--- config.mk ---
export PLATFORM = sky130hd
export DESIGN_NAME = multicycle_control_flat
export DESIGN_NICKNAME = d
export VERILOG_FILES = /design/src/rtl/multicycle_control_pkg.sv /design/src/rtl/multicycle_control_if.sv /design/src/rtl/multicycle_control_opcode_decoder.sv /design/src/rtl/multicycle_control.sv /design/src/flat_wrapper.sv
export SDC_FILE = /design/constraint.sdc
export NUM_CORES = 1
export LEC_CHECK = 0
export ABC_CLOCK_PERIOD_IN_PS = 2300
export CAP_MARGIN = 10
export CORE_MARGIN = 3
export CORE_UTILIZATION = 30
export CTS_BUF_LIST = sky130_fd_sc_hd__clkbuf_4 sky130_fd_sc_hd__clkbuf_8 sky130_fd_sc_hd__clkbuf_16
export DETAILED_ROUTE_END_ITERATION = 10
export MAX_ROUTING_LAYER = met4
export PLACE_DENSITY_LB_ADDON = 0.2
export SETUP_SLACK_MARGIN = 0.05
export SLEW_MARGIN = 30
export SYNTH_ARGS = -nofsm -noshare
export SYNTH_HDL_FRONTEND = slang
export SYNTH_SLANG_ARGS = --single-unit
--- constraint.sdc ---
create_clock -name clock -period 2.3 [get_ports clock]
set_input_delay 0.23 -clock clock [delete_from_list [all_inputs] [get_ports clock]]
set_output_delay 0.23 -clock clock [all_outputs]
set_load 0.05 [all_outputs]
--- src/rtl/multicycle_control_pkg.sv ---
// ---------------------------------------------------------------------------
// multicycle_control_pkg
// Shared definitions for the multicycle controller:
//   - state encodings (visible on the state output, so they are fixed values)
//   - instruction opcodes (instruction[15:12])
//   - alu_op function codes and pc_src selector codes
//   - instruction class enum and the decoder result struct
//   - the memory wait limit used by the stall watchdog
// ---------------------------------------------------------------------------
package multicycle_control_pkg;

  // Controller state encodings.
  localparam logic [2:0] ST_FETCH  = 3'd0;
  localparam logic [2:0] ST_DECODE = 3'd1;
  localparam logic [2:0] ST_EXEC   = 3'd2;
  localparam logic [2:0] ST_MEM    = 3'd3;
  localparam logic [2:0] ST_WB     = 3'd4;
  localparam logic [2:0] ST_FAULT  = 3'd5;

  // Opcodes; every other value is illegal.
  localparam logic [3:0] OP_AND = 4'b0000;
  localparam logic [3:0] OP_OR  = 4'b0001;
  localparam logic [3:0] OP_ADD = 4'b0010;
  localparam logic [3:0] OP_SLT = 4'b0100;
  localparam logic [3:0] OP_LW  = 4'b0101;
  localparam logic [3:0] OP_SUB = 4'b0110;
  localparam logic [3:0] OP_SW  = 4'b1010;
  localparam logic [3:0] OP_BNE = 4'b1110;
  localparam logic [3:0] OP_JMP = 4'b1111;

  // ALU function codes.
  localparam logic [2:0] ALU_AND = 3'b000;
  localparam logic [2:0] ALU_OR  = 3'b001;
  localparam logic [2:0] ALU_ADD = 3'b010;
  localparam logic [2:0] ALU_SUB = 3'b011;
  localparam logic [2:0] ALU_SLT = 3'b111;

  // PC source selector codes.
  localparam logic [1:0] PC_SRC_SEQ    = 2'b00;  // PC + 2
  localparam logic [1:0] PC_SRC_BRANCH = 2'b01;  // branch target
  localparam logic [1:0] PC_SRC_JUMP   = 2'b10;  // jump target

  // Consecutive not-ready cycles tolerated before the watchdog trips.
  localparam logic [3:0] WAIT_LIMIT = 4'd15;

  // Instruction classes that steer the state sequence.
  typedef enum logic [2:0] {
    CLS_R   = 3'd0,
    CLS_LW  = 3'd1,
    CLS_SW  = 3'd2,
    CLS_BNE = 3'd3,
    CLS_JMP = 3'd4
  } instr_class_e;

  // Result of decoding one opcode.
  typedef struct packed {
    logic         legal;
    instr_class_e cls;
    logic [2:0]   alu_op;
  } decode_t;

  // States in which the controller is waiting on the memory handshake.
  function automatic logic is_mem_wait_state(input logic [2:0] st);
    return (st == ST_FETCH) || (st == ST_MEM);
  endfunction

endpackage

--- src/rtl/multicycle_control_if.sv ---
// ---------------------------------------------------------------------------
// multicycle_control_if
// Bundles the controller <-> datapath signals.
//   datapath -> controller : opcode[3:0], eq, mem_ready
//   controller -> datapath : imem_req, ir_write, pc_write, pc_src[1:0],
//                            reg_dst, reg_write, alu_src, mem_read,
//                            mem_write, mem_to_reg, alu_op[2:0]
//   controller status      : state[2:0], illegal, retired[15:0]
// Modports:
//   master - the controller (drives strobes and status)
//   slave  - the datapath side (drives opcode / eq / mem_ready)
// ---------------------------------------------------------------------------
interface multicycle_control_if;

  // Datapath to controller.
  logic [3:0]  opcode;
  logic        eq;
  logic        mem_ready;

  // Controller strobes.
  logic        imem_req;
  logic        ir_write;
  logic        pc_write;
  logic [1:0]  pc_src;
  logic        reg_dst;
  logic        reg_write;
  logic        alu_src;
  logic        mem_read;
  logic        mem_write;
  logic        mem_to_reg;
  logic [2:0]  alu_op;

  // Controller status.
  logic [2:0]  state;
  logic        illegal;
  logic [15:0] retired;

  modport master (
    input  opcode, eq, mem_ready,
    output imem_req, ir_write, pc_write, pc_src, reg_dst, reg_write,
           alu_src, mem_read, mem_write, mem_to_reg, alu_op,
           state, illegal, retired
  );

  modport slave (
    output opcode, eq, mem_ready,
    input  imem_req, ir_write, pc_write, pc_src, reg_dst, reg_write,
           alu_src, mem_read, mem_write, mem_to_reg, alu_op,
           state, illegal, retired
  );

endinterface

--- src/rtl/multicycle_control_opcode_decoder.sv ---
// ---------------------------------------------------------------------------
// opcode_decoder
// Purely combinational map from a 4-bit opcode to:
//   dec.legal  - opcode is one of the supported instructions
//   dec.cls    - instruction class (R, LW, SW, BNE, JMP)
//   dec.alu_op - ALU function used during EXEC / MEM
// Ports:
//   opcode [3:0] in  - latched instruction[15:12]
//   dec          out - decode_t result
// Illegal opcodes report legal = 0 with a harmless R / AND payload; the
// controller never uses the payload in that case.
// ---------------------------------------------------------------------------
module opcode_decoder
  import multicycle_control_pkg::*;
(
  input  logic [3:0] opcode,
  output decode_t    dec
);

  always_comb begin
    dec = '{legal: 1'b0, cls: CLS_R, alu_op: ALU_AND};
    case (opcode)
      OP_AND: dec = '{legal: 1'b1, cls: CLS_R,   alu_op: ALU_AND};
      OP_OR:  dec = '{legal: 1'b1, cls: CLS_R,   alu_op: ALU_OR};
      OP_ADD: dec = '{legal: 1'b1, cls: CLS_R,   alu_op: ALU_ADD};
      OP_SUB: dec = '{legal: 1'b1, cls: CLS_R,   alu_op: ALU_SUB};
      OP_SLT: dec = '{legal: 1'b1, cls: CLS_R,   alu_op: ALU_SLT};
      // Loads and stores use the adder for address generation.
      OP_LW:  dec = '{legal: 1'b1, cls: CLS_LW,  alu_op: ALU_ADD};
      OP_SW:  dec = '{legal: 1'b1, cls: CLS_SW,  alu_op: ALU_ADD};
      // The branch compares by subtraction; eq comes back from the ALU.
      OP_BNE: dec = '{legal: 1'b1, cls: CLS_BNE, alu_op: ALU_SUB};
      OP_JMP: dec = '{legal: 1'b1, cls: CLS_JMP, alu_op: ALU_AND};
      default: ;
    endcase
  end

endmodule

--- src/rtl/multicycle_control.sv ---
// ---------------------------------------------------------------------------
// multicycle_control
// Control FSM for a multicycle 16-bit processor.
// Sequence: FETCH -> DECODE -> EXEC -> [MEM] -> [WB] -> FETCH, with FAULT as
// a sticky trap for illegal opcodes and memory stalls that never resolve.
// Ports:
//   clock - rising-edge system clock
//   clear - asynchronous active-high reset
//   bus   - multicycle_control_if.master (opcode/eq/mem_ready in, datapath
//           strobes, state, illegal and retired count out)
// All strobes are a combinational decode of the current state and the
// opcode latched when leaving FETCH (plus mem_ready / eq where a strobe is
// qualified by them). Strobes are gated by clear so they drop immediately
// when reset is asserted, without waiting for a clock edge.
// ---------------------------------------------------------------------------
module multicycle_control
  import multicycle_control_pkg::*;
(
  input  logic                    clock,
  input  logic                    clear,
  multicycle_control_if.master    bus
);

  // ---------------------------------------------------------------------
  // State
  // ---------------------------------------------------------------------
  logic [2:0]  state_q,   state_d;
  logic [3:0]  opcode_q,  opcode_d;
  logic [3:0]  wait_q,    wait_d;
  logic [15:0] retired_q, retired_d;
  logic        illegal_q, illegal_d;
  logic        retire;

  decode_t     dec;

  opcode_decoder u_opcode_decoder (
    .opcode (opcode_q),
    .dec    (dec)
  );

  // ---------------------------------------------------------------------
  // Next-state logic
  // ---------------------------------------------------------------------
  always_comb begin
    state_d  = state_q;
    opcode_d = opcode_q;
    retire   = 1'b0;

    case (state_q)
      ST_FETCH: begin
        if (bus.mem_ready) begin
          state_d  = ST_DECODE;
          opcode_d = bus.opcode;
        end else if (wait_q == WAIT_LIMIT) begin
          state_d = ST_FAULT;
        end
      end

      ST_DECODE: begin
        if (!dec.legal) begin
          state_d = ST_FAULT;
        end else if (dec.cls == CLS_JMP) begin
          state_d = ST_FETCH;
          retire  = 1'b1;
        end else begin
          state_d = ST_EXEC;
        end
      end

      ST_EXEC: begin
        case (dec.cls)
          CLS_R:          state_d = ST_WB;
          CLS_LW, CLS_SW: state_d = ST_MEM;
          CLS_BNE: begin
            state_d = ST_FETCH;
            retire  = 1'b1;
          end
          // JMP never reaches EXEC; treat it as corruption.
          default:        state_d = ST_FAULT;
        endcase
      end

      ST_MEM: begin
        if (bus.mem_ready) begin
          if (dec.cls == CLS_LW) begin
            state_d = ST_WB;
          end else begin
            state_d = ST_FETCH;
            retire  = 1'b1;
          end
        end else if (wait_q == WAIT_LIMIT) begin
          state_d = ST_FAULT;
        end
      end

      ST_WB: begin
        state_d = ST_FETCH;
        retire  = 1'b1;
      end

      ST_FAULT: state_d = ST_FAULT;

      // Unused encodings fall into the trap rather than wandering.
      default:  state_d = ST_FAULT;
    endcase
  end

  // Wait counter tracks consecutive not-ready cycles in the current memory
  // wait. Any state change restarts it, so it never wraps: at WAIT_LIMIT
  // the FSM leaves for FAULT, which itself clears the count.
  always_comb begin
    if ((state_d != state_q) || bus.mem_ready) begin
      wait_d = 4'd0;
    end else if (is_mem_wait_state(state_q)) begin
      wait_d = wait_q + 4'd1;
    end else begin
      wait_d = 4'd0;
    end
  end

  always_comb begin
    retired_d = retired_q + {15'd0, retire};   // wraps naturally at 16 bits
    illegal_d = illegal_q | (state_d == ST_FAULT);
  end

  always_ff @(posedge clock or posedge clear) begin
    if (clear) begin
      state_q   <= ST_FETCH;
      opcode_q  <= OP_AND;
      wait_q    <= 4'd0;
      retired_q <= 16'd0;
      illegal_q <= 1'b0;
    end else begin
      state_q   <= state_d;
      opcode_q  <= opcode_d;
      wait_q    <= wait_d;
      retired_q <= retired_d;
      illegal_q <= illegal_d;
    end
  end

  // ---------------------------------------------------------------------
  // Output decode
  // ---------------------------------------------------------------------
  logic       imem_req;
  logic       ir_write;
  logic       pc_write;
  logic [1:0] pc_src;
  logic       reg_dst;
  logic       reg_write;
  logic       alu_src;
  logic       mem_read;
  logic       mem_write;
  logic       mem_to_reg;
  logic [2:0] alu_op;

  always_comb begin
    imem_req   = 1'b0;
    ir_write   = 1'b0;
    pc_write   = 1'b0;
    pc_src     = PC_SRC_SEQ;
    reg_dst    = 1'b0;
    reg_write  = 1'b0;
    alu_src    = 1'b0;
    mem_read   = 1'b0;
    mem_write  = 1'b0;
    mem_to_reg = 1'b0;
    alu_op     = ALU_AND;

    // state_q already reads FETCH during clear; the gate also silences the
    // FETCH request so nothing reaches memory while reset is held.
    if (!clear) begin
      case (state_q)
        ST_FETCH: begin
          imem_req = 1'b1;
          if (bus.mem_ready) begin
            ir_write = 1'b1;
            pc_write = 1'b1;
            pc_src   = PC_SRC_SEQ;
          end
        end

        ST_DECODE: begin
          if (dec.legal && (dec.cls == CLS_JMP)) begin
            pc_write = 1'b1;
            pc_src   = PC_SRC_JUMP;
          end
        end

        ST_EXEC: begin
          alu_op = dec.alu_op;
          case (dec.cls)
            CLS_R:          reg_dst = 1'b1;
            CLS_LW, CLS_SW: alu_src = 1'b1;
            CLS_BNE: begin
              // Branch taken when the operands differ.
              if (!bus.eq) begin
                pc_write = 1'b1;
                pc_src   = PC_SRC_BRANCH;
              end
            end
            default: ;
          endcase
        end

        ST_MEM: begin
          alu_op = dec.alu_op;
          // Held for the whole access, including the ready cycle.
          if (dec.cls == CLS_LW) begin
            mem_read = 1'b1;
          end else if (dec.cls == CLS_SW) begin
            mem_write = 1'b1;
          end
        end

        ST_WB: begin
          reg_write = 1'b1;
          if (dec.cls == CLS_LW) begin
            mem_to_reg = 1'b1;       // loads target instruction[11:8]
          end else begin
            reg_dst    = 1'b1;       // R-type targets instruction[7:4]
          end
        end

        default: ;                   // FAULT: everything quiet
      endcase
    end
  end

  assign bus.imem_req   = imem_req;
  assign bus.ir_write   = ir_write;
  assign bus.pc_write   = pc_write;
  assign bus.pc_src     = pc_src;
  assign bus.reg_dst    = reg_dst;
  assign bus.reg_write  = reg_write;
  assign bus.alu_src    = alu_src;
  assign bus.mem_read   = mem_read;
  assign bus.mem_write  = mem_write;
  assign bus.mem_to_reg = mem_to_reg;
  assign bus.alu_op     = alu_op;
  assign bus.state      = state_q;
  assign bus.illegal    = illegal_q;
  assign bus.retired    = retired_q;

endmodule

--- src/flat_wrapper.sv ---
// flat-port wrapper written by rule: the top's interface ports become plain ports
module multicycle_control_flat import multicycle_control_pkg::*;
  (clock, clear, bus_opcode, bus_eq, bus_mem_ready, bus_imem_req, bus_ir_write, bus_pc_write, bus_pc_src, bus_reg_dst, bus_reg_write, bus_alu_src, bus_mem_read, bus_mem_write, bus_mem_to_reg, bus_alu_op, bus_state, bus_illegal, bus_retired);
  multicycle_control_if bus_i ();
  input  logic clock;
  input  logic clear;
  input wire logic [$bits(bus_i.opcode)-1:0] bus_opcode;
  input wire logic [$bits(bus_i.eq)-1:0] bus_eq;
  input wire logic [$bits(bus_i.mem_ready)-1:0] bus_mem_ready;
  output wire logic [$bits(bus_i.imem_req)-1:0] bus_imem_req;
  output wire logic [$bits(bus_i.ir_write)-1:0] bus_ir_write;
  output wire logic [$bits(bus_i.pc_write)-1:0] bus_pc_write;
  output wire logic [$bits(bus_i.pc_src)-1:0] bus_pc_src;
  output wire logic [$bits(bus_i.reg_dst)-1:0] bus_reg_dst;
  output wire logic [$bits(bus_i.reg_write)-1:0] bus_reg_write;
  output wire logic [$bits(bus_i.alu_src)-1:0] bus_alu_src;
  output wire logic [$bits(bus_i.mem_read)-1:0] bus_mem_read;
  output wire logic [$bits(bus_i.mem_write)-1:0] bus_mem_write;
  output wire logic [$bits(bus_i.mem_to_reg)-1:0] bus_mem_to_reg;
  output wire logic [$bits(bus_i.alu_op)-1:0] bus_alu_op;
  output wire logic [$bits(bus_i.state)-1:0] bus_state;
  output wire logic [$bits(bus_i.illegal)-1:0] bus_illegal;
  output wire logic [$bits(bus_i.retired)-1:0] bus_retired;
  assign bus_i.opcode = bus_opcode;
  assign bus_i.eq = bus_eq;
  assign bus_i.mem_ready = bus_mem_ready;
  assign bus_imem_req = bus_i.imem_req;
  assign bus_ir_write = bus_i.ir_write;
  assign bus_pc_write = bus_i.pc_write;
  assign bus_pc_src = bus_i.pc_src;
  assign bus_reg_dst = bus_i.reg_dst;
  assign bus_reg_write = bus_i.reg_write;
  assign bus_alu_src = bus_i.alu_src;
  assign bus_mem_read = bus_i.mem_read;
  assign bus_mem_write = bus_i.mem_write;
  assign bus_mem_to_reg = bus_i.mem_to_reg;
  assign bus_alu_op = bus_i.alu_op;
  assign bus_state = bus_i.state;
  assign bus_illegal = bus_i.illegal;
  assign bus_retired = bus_i.retired;
  multicycle_control u_core (.clock(clock), .clear(clear), .bus(bus_i));
endmodule
* Yosys cells after proc, flatten, opt, wreduce, memory -nomap -nowiden *
Index checks and enable logic that the tools add are counted.

cells by class
  add/subtract/negate cells = 2
  bitwise logic cells = 1
  muxes and demuxes = 51
  reduce and logical (&&, ||, !) cells = 9
  equal/unequal tests = 19

operators with widths
  operator             count
  $pmux 7 s9           1
  $mux 1               31
  $mux 3               7
  $add 16x1->16        1
  $eq 4x4->1 const B   4
  $pmux 3 s5           1
  $eq 3x2->1 const B   4
  $eq 4x3->1 const B   3
  $eq 3x3->1 const B   3
  $pmux 3 s3           1
  $mux 2               4
  $mux 4               2
  $eq 3x1->1 const B   2
  $logic_not 3->1      2
  $add 4x1->4 const B  1
  $eq 4x1->1 const B   1
  $eq 4x2->1 const B   1
  $logic_not 4->1      1
  $pmux 1 s4           1
  $pmux 2 s2           1
  $reduce_or 2->1      2
  $ne 3x3->1           1
  $pmux 1 s3           1
  $logic_or 1x1->1     2
  4 further kinds      4

word-level totals
  word-level logic and storage cells = 87
  flip-flop bits (word level) = 28
  output and inout bits = 34
  input bits = 8

* Logic depth before layout (Yosys ltp) *
Gate-level depths: netlist of run 1.

  depth after elaboration = 9
  mapped depth = 10
  depth with buffers taken out = 9

* By module *
From an unflattened synthesis of run 1, not the netlist that was laid out.

second synthesis, totals
  cell total of the unflattened synthesis = 159
  area, all modules = 1594.0 µm²

by module, submodules not included
  module              cells an instance  area an instance (µm²)  instances  seq. area each (µm²)
  multicycle_control  144                1483.9                  1          700.7
  opcode_decoder      15                 110.1                   1          0.0

* Worst setup path before layout of run 1 *
No wires, ideal clock.

  kind = register to output
  start point = reg u_core.state_q[1] (netlist: u_core.bus.state[1])
  end point = out bus_reg_dst
  arrival = 2.569 ns
  data required time = 2.070 ns
  slack = -0.499 ns
  stages on the path, launching flop included = 5
  path buffers = 0
  path through = dfrtp_1 > nand2b_1 > a31oi_1 > a21oi_1 > nor4_1

on the way
  word-level cells in the longest chain between the ends = 3
  elaborated cells on any way between the ends = 4
  classes of those cells = 2 x eq/ne; 2 x mux

ends and longest elaborated chain
  what                                      RTL line                   source
  from (decl)                               multicycle_control.sv:27   logic [2:0] state_q, state_d;
  from (signal assigned)                    multicycle_control.sv:134  state_q <= state_d;
  $eq 3x3->1 or $eq 3x2->1 (tied branches)  multicycle_control.sv:173  case (state_q)
  $pmux 1 s2 *                              multicycle_control.sv:173
  $mux 1 *                                  multicycle_control.sv:172  if (!clear) begin
  to (decl)                                 flat_wrapper.sv:14         output wire logic [$bits(bus_i.reg_dst)-1:0] bus_reg_dst;

Every way passes the cells marked *; elsewhere a longest branch is shown, timed or not.

* Worst setup path in the final report of run 1 *
  start point = reg u_core.opcode_q[0]
  end point = reg u_core.retired_q[14] (netlist: u_core.bus.retired[14])

on the way
  word-level cells in the longest chain between the ends = 7
  elaborated cells on any way between the ends = 20
  classes of those cells = 1 x add/sub; 11 x eq/ne; 7 x mux; 1 x reduce/logical

ends and longest elaborated chain
  what                                      RTL line                                            source
  from (decl)                               multicycle_control.sv:28                            logic [3:0] opcode_q, opcode_d;
  from (signal assigned)                    multicycle_control.sv:135                           opcode_q <= opcode_d;
  $eq 4x4->1, or another cell as far along  multicycle_control_opcode_decoder.sv:22             case (opcode)
  $pmux 7 s9 *                              multicycle_control_opcode_decoder.sv:22
  $eq 3x1->1 or $eq 3x3->1 (tied branches)  multicycle_control.sv:85, multicycle_control.sv:62
  $mux 1, on equally long branches          multicycle_control.sv:85, multicycle_control.sv:62
  $mux 1, on equally long branches          multicycle_control.sv:84, multicycle_control.sv:60
  $pmux 1 s4 *                              multicycle_control.sv:49                            case (state_q)
  $add 16x1->16 *                           multicycle_control.sv:122                           retired_d = retired_q + {15'd0, retire};
  named net u_core.retired_d[14]            multicycle_control.sv:30                            logic [15:0] retired_q, retired_d;
  to (signal assigned)                      multicycle_control.sv:137                           retired_q <= retired_d;
  to (decl)                                 multicycle_control.sv:30

The timed path passes the listed nets; every way through them passes the cells marked *.
A chain may end at the register's enable or synchronous reset.

==> run metrics, run 1 <==
Syn Inst Count 163; chip width 78.06 um; top cell type's share of synthesized area 0.4498; ys flop type dfrtp_1; Iter 0 DRT Violations 87; cts bufs inserted 3; DRC violations left 0; Max-cap violations 0; Peak Freq 486.0 MHz; Worst Tran Pin Value 0.5335 ns; RePlAce Congestion 0.7875; Hold Startpoint u_core.wait_q[0]$_DFF_PP0_; Routed WL 3538 um; largest net degree at the start of global routing 29; Setup-failing EPs final 0; crit path max fanout 5; RR Endpoint u_core.bus.retired[14]$_DFF_PP0_; Sequential Power Share 0.596; Post-Syn Area 1558 sq um; xor/xnor share of the synthesized area 0.08996; FF+latch count, synth 28; Post-Synth Simple-Gate Area 0.2795; pwr dens 375.5 nW/um^2; Routed Antenna Nets 0; WHS Path Cells 1; met2 usage 0.1875; area of the multi-input gates 844.6 sq um; Via-to-Cell Ratio 4.846; number of diodes 0; worst clock skew 0.009141 ns; Fin Setup TNS 0 ns; fin crit share 0.8946; Initial Util 0.3192; Worst setup EP type register; grt met1 use 0.1560; commonest cells in the netlist dfrtp_1 (28), nand2_1 (13), nor2_1 (12), nand3_1 (11), xnor2_1 (9); crit start category register; die height 78.06 um; CTS sink count 28; clock-pin slew on the worst setup and hold paths 0.09 ns; CTS tree yes; Ports 42; initial antenna violation count 0; sequential fraction of the synthesis area 0.4498; vias 1,357; layout net count 225; vias in the first global route 1,264; clock share of power 0.327; Max-Slew Margin vs Limit 0.6443; Total Routing Usage GR 0.1183; max-slew violation count 0; sw frac 0.2110; area leader, netlist dfrtp_1; Ys Warns 0; internal power 0.0006613 W; total core area 4880 sq um; gr busiest metal met2; final hold vios 0; Area Growth Syn to Fin 43.29%; Longest Clk Path Bufs 2; met3 Track Usage GR 0.02294; FF-to-FF Start u_core.opcode_q[0]$_DFFE_PP0P_; Crit Path Class register to register; WL per Instance 12.64 um; setup repair after global routing missed its margin false; WHS Endpoint u_core.wait_q[0]$_DFF_PP0_; status completed; GR Overflow Total 0; EDFF count, synth 0; Leak 0.9713 nW; Net Count, Synth 174; Adder-Cell Fraction of Synth Area 0.02410; Critical Path AT 2.26 ns; top-count cell post-synth dfrtp_1; Layout fillers 484; H-tree levels 1; Reg area 704.4 sq um; Worst-Skew Late Latency 0.27 ns; library cells used by synthesis 44; HPWL Detailed 2765 um; syn_area_per_cell 9.557 sq um; Setup Buffers After CTS 0; Worst Reg2Reg Path Length in Cells 9; main combinational cell family by area after synthesis simple AND/OR/NAND/NOR gates; maximum vdd drop 0.3540 mV; FP Rows 25; post-synthesis mux area share 0.02811; Die ar. 6093 sq um; first-pass GRT wire length 5754 um; Compound-Gate Fraction of Synth Area 0.08916; post-layout util 0.4574; Comb pwr share 0.076; layout cell share with drive strength beyond 1 0.2488; leading post-synthesis cells by cell area dfrtp_1 (45%), xnor2_1 (5.1%), xor2_1 (3.9%); Req. time, crit path 2.50 ns; total power draw 0.0008381 W; Root Driver clkbuf_8; Port Buffers 41; Hold Crit Class register to register; Async SR Flop Fraction 1.000; flop2flop setup slack 0.24 ns; Final Critical Period 2.058 ns; P_sw 0.0001768 W; Initial DRT Pass Iterations 4
-- state kept, by name (all words and copies together) (netlist names) --
register,flops
u_core.wait_q,4
u_core.opcode_q,4
u_core.bus.state,3
u_core.bus.illegal,1
u_core.bus.retired,16
-- repair_timing --
| action | 4_1_cts | 5_1_grt |
|---|---|---|
| pin swaps | 0 | 1 |
| resized for setup | 1 | 6 |
| hold buffers | 0 | 0 |
| endpoints found under the setup margin | 1 | 6 |
-- final cells by class --
class / instances / share of cell area
multi-input cells: 121 / 0.3784
flip-flops and latches: 28 / 0.3156
repair buffers: 52 / 0.2332
well taps: 67 / 0.03756
clock buffers: 4 / 0.02186
inverters: 8 / 0.01345
-- stage by stage --
| stage | setup slack [ns] | instance area (sq um) | hold WS, ns | std cells |
|---|---|---|---|---|
| 2_1_floorplan | 0.0001463 | 1583 | 0.3468 | 163 |
| 3_3_place_gp | 0.09113 | 2153 | 0.4601 | 276 |
| 3_5_place_dp | 0.04976 | 2153 | 0.4609 | 276 |
| 4_1_cts | 0.1124 | 2203 | 0.4759 | 280 |
| 5_1_grt | 0.05554 | 2232 | 0.4894 | 280 |
| 6_report | 0.2423 | 2232 | 0.4747 | 280 |
-- logic make-up (layout without fill, tap and decap cells) --
family	Yosys count	count (layout)
muxes	4	4
adders and majority gates	3	3
and+or+nand+nor	77	77
AOI/OAI and AO/OA	21	21
buffers and inverters	14	64
DFF	28	28
xor gates and xnor gates	16	16
-- worst max-delay path, cell delays in order, from the launching register on --
cell,delay (ns)
dfrtp_1,0.43
nand2b_1,0.18
o31ai_1,0.21
a21oi_1,0.10
o22ai_1,0.15
ha_2,0.24
ha_2,0.21
and3_1,0.17
and3_1,0.16
xor2_1,0.15
-- routing by layer --
metal	part of all wire	wire (um)
met5	0	0
met2	0.49	1747
met1	0.45	1608
met3	0.041	146
met4	0.010	36
-- cell usage in the layout, fill, tap and decap left out, types with 2 or more instances in the layout --
cell | Yosys | layout
nand3_1 | 11 | 10
and3_1 | 7 | 7
xor2_1 | 7 | 7
ha_2 | 0 | 2
nor3_1 | 7 | 4
a21oi_1 | 4 | 3
clkdlybuf4s50_1 | 0 | 27
mux2_2 | 3 | 3
nand2b_1 | 5 | 5
clkbuf_8 | 0 | 3
a31oi_1 | 6 | 6
buf_12 | 0 | 5
nor2_1 | 12 | 12
nor3_2 | 0 | 3
inv_1 | 8 | 8
o21ai_1 | 2 | 2
or2_1 | 2 | 2
buf_4 | 2 | 20
and2_1 | 2 | 2
xnor2_1 | 9 | 9
nor2_2 | 4 | 4
nand4_1 | 2 | 2
dfrtp_1 | 28 | 25
nand2_1 | 13 | 13
dfrtp_2 | 0 | 3
-- power groups by stage --
stage | sequential (W) | combinational, W | clock, W
floorplan | 0.000508 | 0.0000384 | 0
global placement | 0.000509 | 0.0000650 | 0
detailed placement | 0.000510 | 0.0000647 | 0
CTS | 0.000500 | 0.0000648 | 0.000290
global route | 0.000501 | 0.0000720 | 0.000298
finish | 0.000500 | 0.0000637 | 0.000274
-- worst max-delay path by stage --
| stage | from | endpoint | slack [ns] | depth (start not counted) |
|---|---|---|---|---|
| 3_5_place_dp | bus_mem_ready | u_core.bus.retired[10]$_DFF_PP0_ | 0.05 | 10 |
| 4_1_cts | u_core.opcode_q[1]$_DFFE_PP0P_ | u_core.bus.retired[10]$_DFF_PP0_ | 0.11 | 9 |
| 3_3_place_gp | bus_mem_ready | u_core.bus.retired[10]$_DFF_PP0_ | 0.09 | 10 |
| 2_1_floorplan | u_core.bus.state[1]$_DFF_PP0_ | bus_ir_write | 0.0001 | 2 |
| 6_report | u_core.opcode_q[0]$_DFFE_PP0P_ | u_core.bus.retired[14]$_DFF_PP0_ | 0.24 | 9 |
| 5_1_grt | u_core.opcode_q[0]$_DFFE_PP0P_ | u_core.bus.retired[14]$_DFF_PP0_ | 0.06 | 9 |
(Power assumes the default switching activity.)
==> inputs of run 2 (changes only) <==
--- a/config.mk
+++ b/config.mk
@@ -8,7 +8,7 @@
 export ABC_CLOCK_PERIOD_IN_PS = 2300
 export CAP_MARGIN = 10
 export CORE_MARGIN = 3
-export CORE_UTILIZATION = 30
+export CORE_UTILIZATION = 48
 export CTS_BUF_LIST = sky130_fd_sc_hd__clkbuf_4 sky130_fd_sc_hd__clkbuf_8 sky130_fd_sc_hd__clkbuf_16
 export DETAILED_ROUTE_END_ITERATION = 10
 export MAX_ROUTING_LAYER = met4
==> run metrics, run 2 (synthesized netlist as in run 1, its figures left out) <==
Worst Reg2Reg Path Length in Cells 9; initial antenna violation count 0; Total Routing Usage GR 0.2049; Routed Antenna Nets 0; CP max stage delay 0.48 ns; total core area 3078 sq um; Layout fillers 221; maximum vdd drop 0.2893 mV; Via-to-Cell Ratio 5.506; max-slew violation count 0; flop2flop setup slack 0.1 ns; Die ar. 3965 sq um; layout net count 231; Sequential Power Share 0.554; vias 1,448; H-tree levels 1; FP Rows 20; RePlAce Congestion 0.8236; Reg area 705.7 sq um; WHS Path Cells 3; Initial Util 0.5061; DRC violations left 0; Critical Path Slowest Stage Cell dfrtp_2; status completed; Max-Slew Margin vs Limit 0.6432; crit start category register; gr busiest metal met2; Hold Crit Class input pin to register; vias in the first global route 1,406; FF-to-FF Start u_core.opcode_q[1]$_DFFE_PP0P_; clock-pin slew on the worst setup and hold paths 0.15 ns; Crit Path Class register to output port; commonest non-fill, non-tap cells in the layout clkdlybuf4s50_1 (27), buf_4 (25), dfrtp_1 (24); die height 62.97 um; commonest non-fill, non-tap cell in the layout clkdlybuf4s50_1; sw frac 0.2182; Final Critical Period 2.203 ns; HPWL Detailed 2756 um; area of the multi-input gates 858.3 sq um; Worst Tran Pin Value 0.5352 ns; CTS tree yes; first-pass GRT wire length 6382 um; Root Driver clkbuf_4; CTS sink count 28; grt met1 use 0.2574; fin crit share 0.9576; Setup-failing EPs final 0; Area Growth Syn to Fin 46.35%; final hold vios 0; internal power 0.0007080 W; pwr dens 397.3 nW/um^2; Iter 0 DRT Violations 81; crit path max fanout 6; Worst setup EP type output port; Leak 1.008 nW; Peak Freq 454.0 MHz; PnR worst setup slack 0.09749 ns; fin area 2280 sq um; cts bufs inserted 3; post-layout util 0.7407; number of diodes 0; dpl cell area 2117 sq um; layout cell share with drive strength beyond 1 0.2877; met2 usage 0.3439; crit path cell chain buf_4 > and4bb_2 > or2_1 > nor3b_2 > buf_12; largest net degree at the start of global routing 29; max FFs per register 16; # hold bufs at CTS 0; chip width 62.97 um; setup repair after global routing missed its margin true; RR Endpoint u_core.bus.retired[10]$_DFF_PP0_; Longest Clk Path Bufs 2; Setup WS pre-CTS 0.02638 ns; GR Overflow Total 0; worst clock skew 0.002143 ns; Routed WL 3888 um; Port Buffers 41; met3 Track Usage GR 0.02698; Critical Path AT 1.97 ns; Max-cap violations 0; P_sw 0.0001976 W; Ports 42; Req. time, crit path 2.07 ns; Initial DRT Pass Iterations 5; WHS Endpoint u_core.opcode_q[0]$_DFFE_PP0P_; WL per Instance 14.78 um; Hold Startpoint bus_opcode[0]; clock share of power 0.367; Comb pwr share 0.079; Worst-Skew Late Latency 0.35 ns
[run 2: what timing repair did]
| action | CTS | global route |
|---|---|---|
| resized for setup | 4 | 7 |
| setup endpoints to repair | 2 | 9 |
| buffers inserted | 0 | 7 |
| pin swaps | 0 | 1 |
[run 2: routing by layer]
metal / up-vias / wire, um
met5: - / 0
met4: 0 / 38
met3: 4 / 192
met2: 47 / 1957
met1: 716 / 1700
li1: 681 / -
[run 2: stage by stage]
| step | hold slack (ns) | power, W | std cells | setup TNS, ns |
|---|---|---|---|---|
| after floorplan | 0.3468 | 0.0005465 | 163 | 0 |
| after global placement | 0.4488 | 0.0005717 | 252 | 0 |
| after detailed placement | 0.4722 | 0.0005734 | 252 | 0 |
| after CTS | 0.4433 | 0.0008977 | 256 | 0 |
| final | 0.4216 | 0.0009057 | 263 | 0 |
| after global routing | 0.4492 | 0.0009418 | 263 | -0.07877 |
[run 2: how the worst max path moves through the flow]
| stage | from | end | slack [ns] | cells after the start |
|---|---|---|---|---|
| 5_1_grt | u_core.opcode_q[1]$_DFFE_PP0P_ | u_core.bus.retired[10]$_DFF_PP0_ | -0.07 | 9 |
| 2_1_floorplan | u_core.bus.state[1]$_DFF_PP0_ | bus_ir_write | 0.0001 | 2 |
| 3_3_place_gp | bus_mem_ready | u_core.bus.retired[10]$_DFF_PP0_ | 0.12 | 10 |
| 6_report | u_core.opcode_q[1]$_DFFE_PP0P_ | bus_alu_src | 0.1 | 5 |
| 3_5_place_dp | bus_mem_ready | u_core.bus.retired[10]$_DFF_PP0_ | 0.03 | 10 |
| 4_1_cts | u_core.opcode_q[0]$_DFFE_PP0P_ | u_core.bus.retired[10]$_DFF_PP0_ | 0.06 | 9 |
[run 2: critical path: cells and delay by family (launching register included)]
kind	cells	cell delay [ns]
buffers and inverters	2	0.32
flip-flops	1	0.48
AND/OR/NAND/NOR	3	0.82
[run 2: power by group through the flow]
stage	Combinational [W]	Clock, W	Sequential, W
global placement	0.0000615	0	0.000510
global route	0.0000785	0.000360	0.000503
detailed placement	0.0000628	0	0.000511
floorplan	0.0000384	0	0.000508
CTS	0.0000643	0.000332	0.000502
finish	0.0000713	0.000333	0.000502
[run 2: final cells by class]
cell class | count | area share
multi-input cells | 121 | 0.3765
flip-flops and latches | 28 | 0.3095
repair buffers | 58 | 0.2536
well taps | 44 | 0.02415
clock inverters | 1 | 0.01317
inverters | 8 | 0.01317
clock buffers | 3 | 0.009879
==> inputs of run 3 (changes only) <==
--- a/config.mk
+++ b/config.mk
@@ -5,10 +5,10 @@
 export SDC_FILE = /design/constraint.sdc
 export NUM_CORES = 1
 export LEC_CHECK = 0
-export ABC_CLOCK_PERIOD_IN_PS = 2300
+export ABC_CLOCK_PERIOD_IN_PS = 1900
 export CAP_MARGIN = 10
 export CORE_MARGIN = 3
-export CORE_UTILIZATION = 48
+export CORE_UTILIZATION = 43
 export CTS_BUF_LIST = sky130_fd_sc_hd__clkbuf_4 sky130_fd_sc_hd__clkbuf_8 sky130_fd_sc_hd__clkbuf_16
 export DETAILED_ROUTE_END_ITERATION = 10
 export MAX_ROUTING_LAYER = met4
==> constraint.sdc (replaced) <==
create_clock -name clock -period 1.9 [get_ports clock]
set_input_delay 0.19 -clock clock [delete_from_list [all_inputs] [get_ports clock]]
set_output_delay 0.19 -clock clock [all_outputs]
set_load 0.05 [all_outputs]
==> run metrics, run 3 (synthesized netlist as in run 1, its figures left out) <==
vias 1,492; Worst-Skew Late Latency 0.34 ns; Longest Clk Path Bufs 2; Initial DRT Pass Iterations 4; Leak 1.393 nW; Die ar. 4381 sq um; die height 66.19 um; crit path max fanout 5; WHS Path Cells 3; final hold vios 0; Routed WL 4743 um; Ports 42; clock share of power 0.353; pwr dens 407.8 nW/um^2; vias in the first global route 1,406; Fin Setup TNS -1.171 ns; fin crit share 1.102; PnR worst setup slack -0.1930 ns; Max-Slew Margin vs Limit 0.6263; Worst Tran Pin Value 0.5596 ns; internal power 0.0008760 W; GR Overflow Total 0; dpl cell area 2382 sq um; P_sw 0.0002567 W; sw frac 0.2266; Max-cap violations 0; Via-to-Cell Ratio 5.348; RePlAce Congestion 0.8094; Worst Hold Slack 0.4250 ns; status finished, violations left; RR Endpoint u_core.bus.retired[14]$_DFF_PP0_; Sequential Power Share 0.537; FP Rows 21; Hold Crit Class input pin to register; Reg area 708.2 sq um; initial antenna violation count 0; FF-to-FF Start u_core.opcode_q[1]$_DFFE_PP0P_; area of the multi-input gates 1115 sq um; Layout fillers 201; Initial Util 0.4560; worst clock skew 0.01223 ns; Routed Antenna Nets 0; Peak Freq 477.8 MHz; Worst Reg2Reg Path Length in Cells 9; clock-pin slew on the worst setup and hold paths 0.16 ns; largest net degree at the start of global routing 29; Comb pwr share 0.111; flop2flop setup slack -0.13 ns; Area Growth Syn to Fin 78.31%; maximum vdd drop 0.4989 mV; Hold Startpoint bus_opcode[0]; max-slew violation count 0; H-tree levels 1; fin area 2778 sq um; commonest non-fill, non-tap cells in the layout buf_4 (23), dfrtp_1 (22), clkdlybuf4s50_1 (14); Root Driver clkbuf_4; HPWL Detailed 3104 um; Worst setup EP type output port; first-pass GRT wire length 6658 um; Setup-failing EPs final 15; commonest non-fill, non-tap cell in the layout buf_4; WL per Instance 17.00 um; Final Critical Period 2.093 ns; Req. time, crit path 1.71 ns; DRC violations left 0; Crit Path Class register to output port; Critical Path AT 1.90 ns; Total Routing Usage GR 0.2066; chip width 66.19 um; # hold bufs at CTS 0; number of diodes 0; total core area 3416 sq um; total power draw 0.001133 W; layout cell share with drive strength beyond 1 0.5064; crit start category register; setup repair after global routing missed its margin true; max FFs per register 16; layout net count 245; violated checks setup timing; cts bufs inserted 3; CTS tree yes; Iter 0 DRT Violations 79; WHS Endpoint u_core.opcode_q[0]$_DFFE_PP0P_; Port Buffers 41; CTS sink count 28; Final Instance Count excl. Fillers 279; # placed instances 266
## run 3: cell count changes in the layout (fill, tap and decap cells not counted), sizes merged, moves of 3 or more
cell	previous run	this run
dlymetal6s2s	0	9
dlygate4sd2	0	3
clkdlybuf4s50	27	14
buf	31	45
## run 3: repair_timing
item / CTS / global route
endpoints found under the setup margin: 25 / 35
pin swaps: 8 / 12
resized for setup: 28 / 42
gates cloned: 0 / 0
buffers inserted: 3 / 7
## run 3: critical path, cell delays in order (launching register included)
cell and delay (ns):
dfrtp_2 0.47, buf_6 0.14, nand2b_4 0.15, a31oi_4 0.16, a21oi_2 0.05, nor4_2 0.27
bufbuf_16 0.32
## run 3: per-stage QoR
stage                       util  worst slack [ns]
after floorplan                -           -0.2392
after global placement    0.6974           -0.1134
after detailed placement  0.6974           -0.1774
after CTS                 0.7447           -0.1313
after global routing      0.8132           -0.3018
final                     0.8132           -0.1930
## run 3: cell type report
cell class | instances | share of cell area
Timing Repair Buffer | 72 | 0.2919
Clock inverter | 1 | 0.01081
Clock buffer | 3 | 0.008108
Inverter | 8 | 0.01216
Multi-Input combinational cell | 121 | 0.4014
Sequential cell | 28 | 0.2550
Tap cell | 46 | 0.02072
## run 3: routing by layer
| metal | up-vias | global-route usage | part of all wire |
|---|---|---|---|
| li1 | 712 | - | - |
| met1 | 737 | 0.2441 | 0.42 |
| met2 | 37 | 0.3656 | 0.53 |
| met3 | 6 | 0.03231 | 0.042 |
| met4 | 0 | 0.05330 | 0.0086 |
| met5 | - | - | 0 |
## run 3: worst max path at each step
| stage | to | start | slack (ns) |
|---|---|---|---|
| floorplan | bus_ir_write | u_core.bus.state[0]$_DFF_PP0_ | -0.24 |
| global placement | u_core.bus.retired[14]$_DFF_PP0_ | bus_mem_ready | -0.11 |
| detailed placement | u_core.bus.retired[13]$_DFF_PP0_ | bus_mem_ready | -0.18 |
| CTS | bus_alu_op[0] | u_core.opcode_q[2]$_DFFE_PP0P_ | -0.13 |
| global route | bus_alu_src | u_core.opcode_q[1]$_DFFE_PP0P_ | -0.30 |
| finish | bus_reg_dst | u_core.opcode_q[2]$_DFFE_PP0P_ | -0.19 |
## run 3: power by group through the flow
stage / clock, W / combinational, W / sequential (W)
final: 0.000399 / 0.000125 / 0.000608
after global routing: 0.000428 / 0.000134 / 0.000608
after CTS: 0.000397 / 0.000105 / 0.000607
after detailed placement: 0 / 0.0000950 / 0.000616
after global placement: 0 / 0.0000927 / 0.000616
after floorplan: 0 / 0.0000509 / 0.000616
